$ cat src/rtl/uart_tx_arb_if.sv
// Requester, transmitter and status signals of the shared UART transmit arbiter.
// The arbiter uses the slave view; requesters and transmitter model use the master view.
interface uart_tx_arb_if #(
   parameter int NUM_REQ = 4
);
   logic [8*NUM_REQ-1:0] req_data;
   logic [NUM_REQ-1:0]   req_valid;
   logic [NUM_REQ-1:0]   req_last;
   logic [NUM_REQ-1:0]   req_ready;
   logic [7:0]           tx_data;
   logic                 tx_en;
   logic                 tx_busy;
   logic [NUM_REQ-1:0]   grant;
   logic                 timeout_err;

   modport slave (
      input  req_data, req_valid, req_last, tx_busy,
      output req_ready, tx_data, tx_en, grant, timeout_err
   );

   modport master (
      output req_data, req_valid, req_last, tx_busy,
      input  req_ready, tx_data, tx_en, grant, timeout_err
   );
endinterface

$ cat src/rtl/uart_tx_arb.sv
// Round-robin, message-locked sharing of one UART transmitter; valid->tx_en is one cycle.
// Each requester is backpressured by a one-cycle req_ready strobe; the transmitter paces via tx_busy.
module uart_tx_arb #(
   parameter int NUM_REQ      = 4,
   parameter int ACK_TIMEOUT  = 8,
   parameter int HOLD_TIMEOUT = 64
) (
   input  logic         i_clk,
   input  logic         i_resetn,
   uart_tx_arb_if.slave io_bus
);
   localparam int IW   = $clog2(NUM_REQ);
   localparam int MAXT = (ACK_TIMEOUT > HOLD_TIMEOUT) ? ACK_TIMEOUT : HOLD_TIMEOUT;
   localparam int CW   = $clog2(MAXT + 1);
   localparam logic [CW-1:0] ACK_LIM  = CW'(ACK_TIMEOUT - 1);
   localparam logic [CW-1:0] HOLD_LIM = CW'(HOLD_TIMEOUT - 1);
   localparam logic [CW-1:0] CNT_MAX  = {CW{1'b1}};
   localparam logic [NUM_REQ-1:0] ONE_HOT0 = {{(NUM_REQ-1){1'b0}}, 1'b1};

   typedef enum logic [2:0] {
      S_IDLE,
      S_ISSUE,
      S_WAIT_ACK,
      S_WAIT_DONE,
      S_HOLD
   } state_t;

   state_t             r_state;
   logic [NUM_REQ-1:0] r_grant;
   logic [IW-1:0]      r_idx;
   logic [IW-1:0]      r_rr;
   logic [7:0]         r_tx_data;
   logic               r_last_q;
   logic [CW-1:0]      r_cnt;

   state_t             w_nstate;
   logic               w_any;
   logic [IW-1:0]      w_pick;
   logic [IW-1:0]      w_cand;
   logic [IW-1:0]      w_load_idx;
   logic [IW-1:0]      w_rr_next;
   logic [7:0]         w_bytes [NUM_REQ];
   logic               w_gvalid;
   logic               w_load;
   logic               w_release;
   logic               w_cnt_clr;
   logic               w_cnt_inc;
   logic               w_timeout;

   always_comb begin
      for (int i = 0; i < NUM_REQ; i++) begin
         w_bytes[i] = io_bus.req_data[8*i +: 8];
      end
   end

   // First valid requester at or after the round-robin pointer, wrapping.
   always_comb begin
      w_any  = 1'b0;
      w_pick = '0;
      w_cand = '0;
      for (int k = 0; k < NUM_REQ; k++) begin
         w_cand = IW'((int'(r_rr) + k) % NUM_REQ);
         if (!w_any && io_bus.req_valid[w_cand]) begin
            w_any  = 1'b1;
            w_pick = w_cand;
         end
      end
   end

   assign w_gvalid   = io_bus.req_valid[r_idx];
   assign w_load_idx = (r_state == S_IDLE) ? w_pick : r_idx;
   assign w_rr_next  = (r_idx == IW'(NUM_REQ - 1)) ? '0 : r_idx + 1'b1;

   always_ff @(posedge i_clk or negedge i_resetn) begin
      if (!i_resetn) begin
         r_state <= S_IDLE;
      end else begin
         r_state <= w_nstate;
      end
   end

   always_comb begin
      w_nstate  = r_state;
      w_load    = 1'b0;
      w_release = 1'b0;
      w_cnt_clr = 1'b0;
      w_cnt_inc = 1'b0;
      w_timeout = 1'b0;
      case (r_state)
         S_IDLE: begin
            if (w_any) begin
               w_load   = 1'b1;
               w_nstate = S_ISSUE;
            end
         end
         S_ISSUE: begin
            w_cnt_clr = 1'b1;
            w_nstate  = S_WAIT_ACK;
         end
         S_WAIT_ACK: begin
            if (io_bus.tx_busy) begin
               w_nstate = S_WAIT_DONE;
            end else if (r_cnt >= ACK_LIM) begin
               // No ack: treat the byte as sent and carry on.
               w_timeout = 1'b1;
               w_nstate  = S_WAIT_DONE;
            end else begin
               w_cnt_inc = 1'b1;
            end
         end
         S_WAIT_DONE: begin
            if (!io_bus.tx_busy) begin
               if (r_last_q) begin
                  w_release = 1'b1;
                  w_nstate  = S_IDLE;
               end else if (w_gvalid) begin
                  w_load   = 1'b1;
                  w_nstate = S_ISSUE;
               end else begin
                  w_cnt_clr = 1'b1;
                  w_nstate  = S_HOLD;
               end
            end
         end
         S_HOLD: begin
            if (w_gvalid) begin
               w_load   = 1'b1;
               w_nstate = S_ISSUE;
            end else if (r_cnt >= HOLD_LIM) begin
               w_timeout = 1'b1;
               w_release = 1'b1;
               w_nstate  = S_IDLE;
            end else begin
               w_cnt_inc = 1'b1;
            end
         end
         default: begin
            w_nstate = S_IDLE;
         end
      endcase
   end

   always_ff @(posedge i_clk or negedge i_resetn) begin
      if (!i_resetn) begin
         r_grant   <= '0;
         r_idx     <= '0;
         r_rr      <= '0;
         r_tx_data <= '0;
         r_last_q  <= 1'b0;
         r_cnt     <= '0;
      end else begin
         if (w_load) begin
            r_tx_data <= w_bytes[w_load_idx];
            r_last_q  <= io_bus.req_last[w_load_idx];
            if (r_state == S_IDLE) begin
               r_idx   <= w_pick;
               r_grant <= ONE_HOT0 << w_pick;
            end
         end
         if (w_release) begin
            r_grant <= '0;
            r_rr    <= w_rr_next;
         end
         if (w_cnt_clr) begin
            r_cnt <= '0;
         end else if (w_cnt_inc && (r_cnt != CNT_MAX)) begin
            r_cnt <= r_cnt + 1'b1;
         end
      end
   end

   assign io_bus.tx_en       = (r_state == S_ISSUE);
   assign io_bus.req_ready   = r_grant & {NUM_REQ{r_state == S_ISSUE}};
   assign io_bus.tx_data     = r_tx_data;
   assign io_bus.grant       = r_grant;
   assign io_bus.timeout_err = w_timeout;
endmodule
$ cat src/flat_wrapper.sv
// flat-port wrapper written by rule: the top's interface ports become plain ports
module uart_tx_arb_flat 
#(
   parameter int NUM_REQ      = 4,
   parameter int ACK_TIMEOUT  = 8,
   parameter int HOLD_TIMEOUT = 64
)
  (i_clk, i_resetn, io_bus_req_data, io_bus_req_valid, io_bus_req_last, io_bus_tx_busy, io_bus_req_ready, io_bus_tx_data, io_bus_tx_en, io_bus_grant, io_bus_timeout_err);
  uart_tx_arb_if #(.NUM_REQ(NUM_REQ)) io_bus_i ();
  input  logic i_clk;
  input  logic i_resetn;
  input wire logic [$bits(io_bus_i.req_data)-1:0] io_bus_req_data;
  input wire logic [$bits(io_bus_i.req_valid)-1:0] io_bus_req_valid;
  input wire logic [$bits(io_bus_i.req_last)-1:0] io_bus_req_last;
  input wire logic [$bits(io_bus_i.tx_busy)-1:0] io_bus_tx_busy;
  output wire logic [$bits(io_bus_i.req_ready)-1:0] io_bus_req_ready;
  output wire logic [$bits(io_bus_i.tx_data)-1:0] io_bus_tx_data;
  output wire logic [$bits(io_bus_i.tx_en)-1:0] io_bus_tx_en;
  output wire logic [$bits(io_bus_i.grant)-1:0] io_bus_grant;
  output wire logic [$bits(io_bus_i.timeout_err)-1:0] io_bus_timeout_err;
  assign io_bus_i.req_data = io_bus_req_data;
  assign io_bus_i.req_valid = io_bus_req_valid;
  assign io_bus_i.req_last = io_bus_req_last;
  assign io_bus_i.tx_busy = io_bus_tx_busy;
  assign io_bus_req_ready = io_bus_i.req_ready;
  assign io_bus_tx_data = io_bus_i.tx_data;
  assign io_bus_tx_en = io_bus_i.tx_en;
  assign io_bus_grant = io_bus_i.grant;
  assign io_bus_timeout_err = io_bus_i.timeout_err;
  uart_tx_arb #(.NUM_REQ(NUM_REQ), .ACK_TIMEOUT(ACK_TIMEOUT), .HOLD_TIMEOUT(HOLD_TIMEOUT)) u_core (.i_clk(i_clk), .i_resetn(i_resetn), .io_bus(io_bus_i));
endmodule
$ cat config.mk
export PLATFORM = sky130hd
export DESIGN_NAME = uart_tx_arb_flat
export DESIGN_NICKNAME = d
export VERILOG_FILES = /design/src/rtl/uart_tx_arb_if.sv /design/src/rtl/uart_tx_arb.sv /design/src/flat_wrapper.sv
export SDC_FILE = /design/constraint.sdc
export NUM_CORES = 1
export LEC_CHECK = 0
export CAP_MARGIN = 20
export CORE_UTILIZATION = 50
export CTS_CLUSTER_SIZE = 8
export DETAILED_ROUTE_END_ITERATION = 8
export PLACE_DENSITY = 0.86
export RECOVER_POWER = 100
export SLEW_MARGIN = 20
export SYNTH_ARGS = -nofsm -noshare
export SYNTH_HDL_FRONTEND = slang
export SYNTH_SLANG_ARGS = --single-unit
$ cat constraint.sdc
create_clock -name i_clk -period 3.2 [get_ports i_clk]
set_input_delay 0.32 -clock i_clk [delete_from_list [all_inputs] [get_ports i_clk]]
set_output_delay 0.32 -clock i_clk [all_outputs]
set_load 0.02 [all_outputs]
==> results.cfg <==
[yosys]
ys_types = 47
synth_seq_cells = 27
synth_fp_nets = 235
netlist_instances = 190
ys.flop_type = dfrtp_1
ys_warn_count = 0
yosys.area.top_type_share_pct = 36.66
ys_seq_area_share_pct = 36.66
syn-cell-area_sq_um = 1843
synth-edff-count = 0
synth.area.top_cells = dfrtp_1 (37%), a221oi_1 (8.6%), mux2i_1 (5.4%)
avgSynthCellArea_sq_um = 9.700
async_flop_share_pct = 100.0
synth_area_leader_cell = dfrtp_1

[timing]
slew_headroom_pct = 1.201
hold_slack_ns = 0.5363
tightest_slew_ns = 1.482
max_freq_ghz = 0.3297
period_minus_slack_ns = 3.033
finalSetupViolCount = 0
final.setup.tns_ns = 0
hold_viol = 0
skew_ns = 0.009208
rsz0062_at_grt = false
fin_crit_sh_pct = 94.79
slew_violations = 0

[clock_tree]
h-tree-depth = 1
clock-root-buffer = clkbuf_8
post_cts_buffers = 0
cts_resized = 0
cts_buffer_depth = 2
clock_sinks = 27
worst_skew_pair.late_latency_ns = 0.28
cts-hold-fix-buffers = 0
cts_tree = done
clk_pin_slew_ns = 0.10
numCtsBuffers = 3

[route]
ant_nets = 0
drc = 0
routed_wl_um = 4778
vias_per_cell = 5.898
vias = 1728
drtIter0Drc = 91
wl_per_cell_um = 16.31
dr.pass1.iters = 4

[finish]
stdcell_area_sq_um = 2444
num_antenna_cells = 0
fin_nets = 293
final_layout_size_suffix_gt1_share_pct = 6.883
fill_cells = 271
area_growth_syn_to_layout_pct = 32.59

[place]
dpl.hpwl_um = 3455
place_area_sq_um = 2406
portBuffers = 60
gp_congestion = 0.8350

[grt]
antenna_found_initial = 0
top_usage_layer = met2
use_met1_pct = 34.62
grt_pass1_wl_um = 7866
grtUsageMet2_pct = 39.95
grt_pass1_vias = 1651
grt_max_degree = 28
overflow = 0
gr-usage-all-layers_pct = 25.06
use_met3_pct = 3.467

[power_and_ir_drop]
switchingPower_w = 0.0007696
peakVddDrop_v = 0.0005213
power_w = 0.001788
p_comb_share_pct = 56.0
p_seq_share_pct = 33.0
powerDensity_nw_per_um2 = 731.6
sw_frac_of_total_pct = 43.05
power.internal_w = 0.001018
p_leak_nw = 1.115
clock_power_share_pct = 11.0

[critical_path]
start_kind = input pin
crit_required_ns = 2.88
critical_path_class = in -> out
cp_max_fo = 5
arrival_ns = 2.71
end_kind = primary output

[floorplanning]
rows = 21
io_pins = 61
die_w_um = 62.71
dieArea_sq_um = 3933
die_h_um = 62.71
start_util_pct = 53.54
coreArea_sq_um = 3442

[status]
status = finished clean

[worst_hold_path]
hp-class = reg -> reg

[flow_run]
drv_cap = 0
[power by group through the flow]
stage	clock network, W	registers, W	logic, W
3_5_place_dp	0	0.000597	0.00103
4_1_cts	0.000196	0.000592	0.00103
2_1_floorplan	0	0.000648	0.000709
6_report	0.000197	0.000589	0.00100
5_1_grt	0.000214	0.000615	0.00108
3_3_place_gp	0	0.000592	0.00100
[path summary, 6_finish.rpt]
| kind | endpoint | depth (start not counted) | slack [ns] | start |
|---|---|---|---|---|
| setup / recovery | io_bus_timeout_err | 6 | 0.17 | io_bus_req_valid[1] |
| hold / removal | u_core.io_bus.tx_data[3] | 2 | 0.54 | u_core.io_bus.tx_data[3] |
| setup reg to reg | u_core.io_bus.tx_data[0] | 6 | 0.74 | u_core.r_state[1] |
| hold reg to reg | u_core.io_bus.tx_data[3] | 2 | 0.54 | u_core.io_bus.tx_data[3] |
| max in group asynchronous | u_core.r_cnt[3] | 2 | 1.41 | i_resetn |
| min in group asynchronous | u_core.io_bus.tx_data[6] | 2 | 0.92 | i_resetn |
[cells by family after synthesis]
kind of cell | Yosys count | share of synthesized area [%]
compound gates | 54 | 24.44
xor+xnor | 2 | 0.9506
fa+ha+maj | 2 | 1.358
buf+inv | 33 | 11.07
flops | 27 | 36.66
mux | 13 | 7.875
simple gates | 59 | 17.65
[critical path: stages]
cell and delay, ns:
dlygate4sd3_1 0.60, mux4_2 0.55, and3b_1 0.32, nor2b_1 0.22, a21o_1 0.11, clkdlybuf4s50_1 0.59
[flip-flops by register name, summed over array words and instances, names as in the netlist]
register,cells
u_core.io_bus.tx_data,8
u_core.r_cnt,7
u_core.io_bus.grant,4
u_core.r_state,3
u_core.r_idx,2
u_core.r_rr,2
u_core.r_last_q,1
[stage by stage]
step	instances	setup slack, ns	utilization, %
floorplan	190	1.185	-
global placement	289	0.3229	69.90
detailed placement	289	0.2815	69.90
CTS	293	0.2422	71.21
global route	293	0.1305	70.99
finish	293	0.1668	70.99
[cells in the mapped netlist, drive strengths merged, types with 2 or more instances]
| master | count |
|---|---|
| mux2i | 10 |
| inv | 23 |
| buf | 8 |
| a32o | 4 |
| a311oi | 9 |
| a221oi | 18 |
| a21o | 3 |
| o21ai | 4 |
| and3 | 4 |
| nor3 | 3 |
| nand3 | 4 |
| nand2 | 13 |
| ha | 2 |
| mux2 | 2 |
| or3 | 3 |
| and2 | 9 |
| xor2 | 2 |
| nor4 | 2 |
| nor2 | 10 |
| and2b | 2 |
| a21oi | 5 |
| or4 | 2 |
| nand2b | 3 |
| dfrtp | 27 |
[cells in the final DEF, fill, tap and decap left out, drive strengths merged, types with 2 or more instances in the layout]
master and n:
nor3 3, xor2 2, and2 9, nor4 2, nand2b 3, clkdlybuf4s50 41, ha 2, or3 3
o21ai 4, dlygate4sd3 19, inv 23, a21oi 5, nand3 4, nand2 13, and2b 2, a32o 4
dfrtp 27, or4 2, a311oi 9, nor2 10, and3 4, mux2 2, mux2i 10, a221oi 18
clkbuf 5, buf 2, a21o 3
[layer usage]
layer  vias up  wire length [um]  share of wire [%]
met5         -                 0                  0
met4         0                88                1.8
met3         9               337                7.1
met2        80              2220                 46
met1       811              2131                 45
li1        828                 -                  -
[final cells by class]
| cell class | instances | area, sq um | share of cell area (%) |
|---|---|---|---|
| multi-input cells | 130 | 959.7 | 39.27 |
| flip-flops and latches | 27 | 675.6 | 27.65 |
| repair buffers | 63 | 619.3 | 25.35 |
| inverters | 23 | 86.33 | 3.533 |
| well taps | 46 | 57.56 | 2.355 |
| clock buffers | 4 | 45.04 | 1.843 |
(Power assumes the default switching activity.)
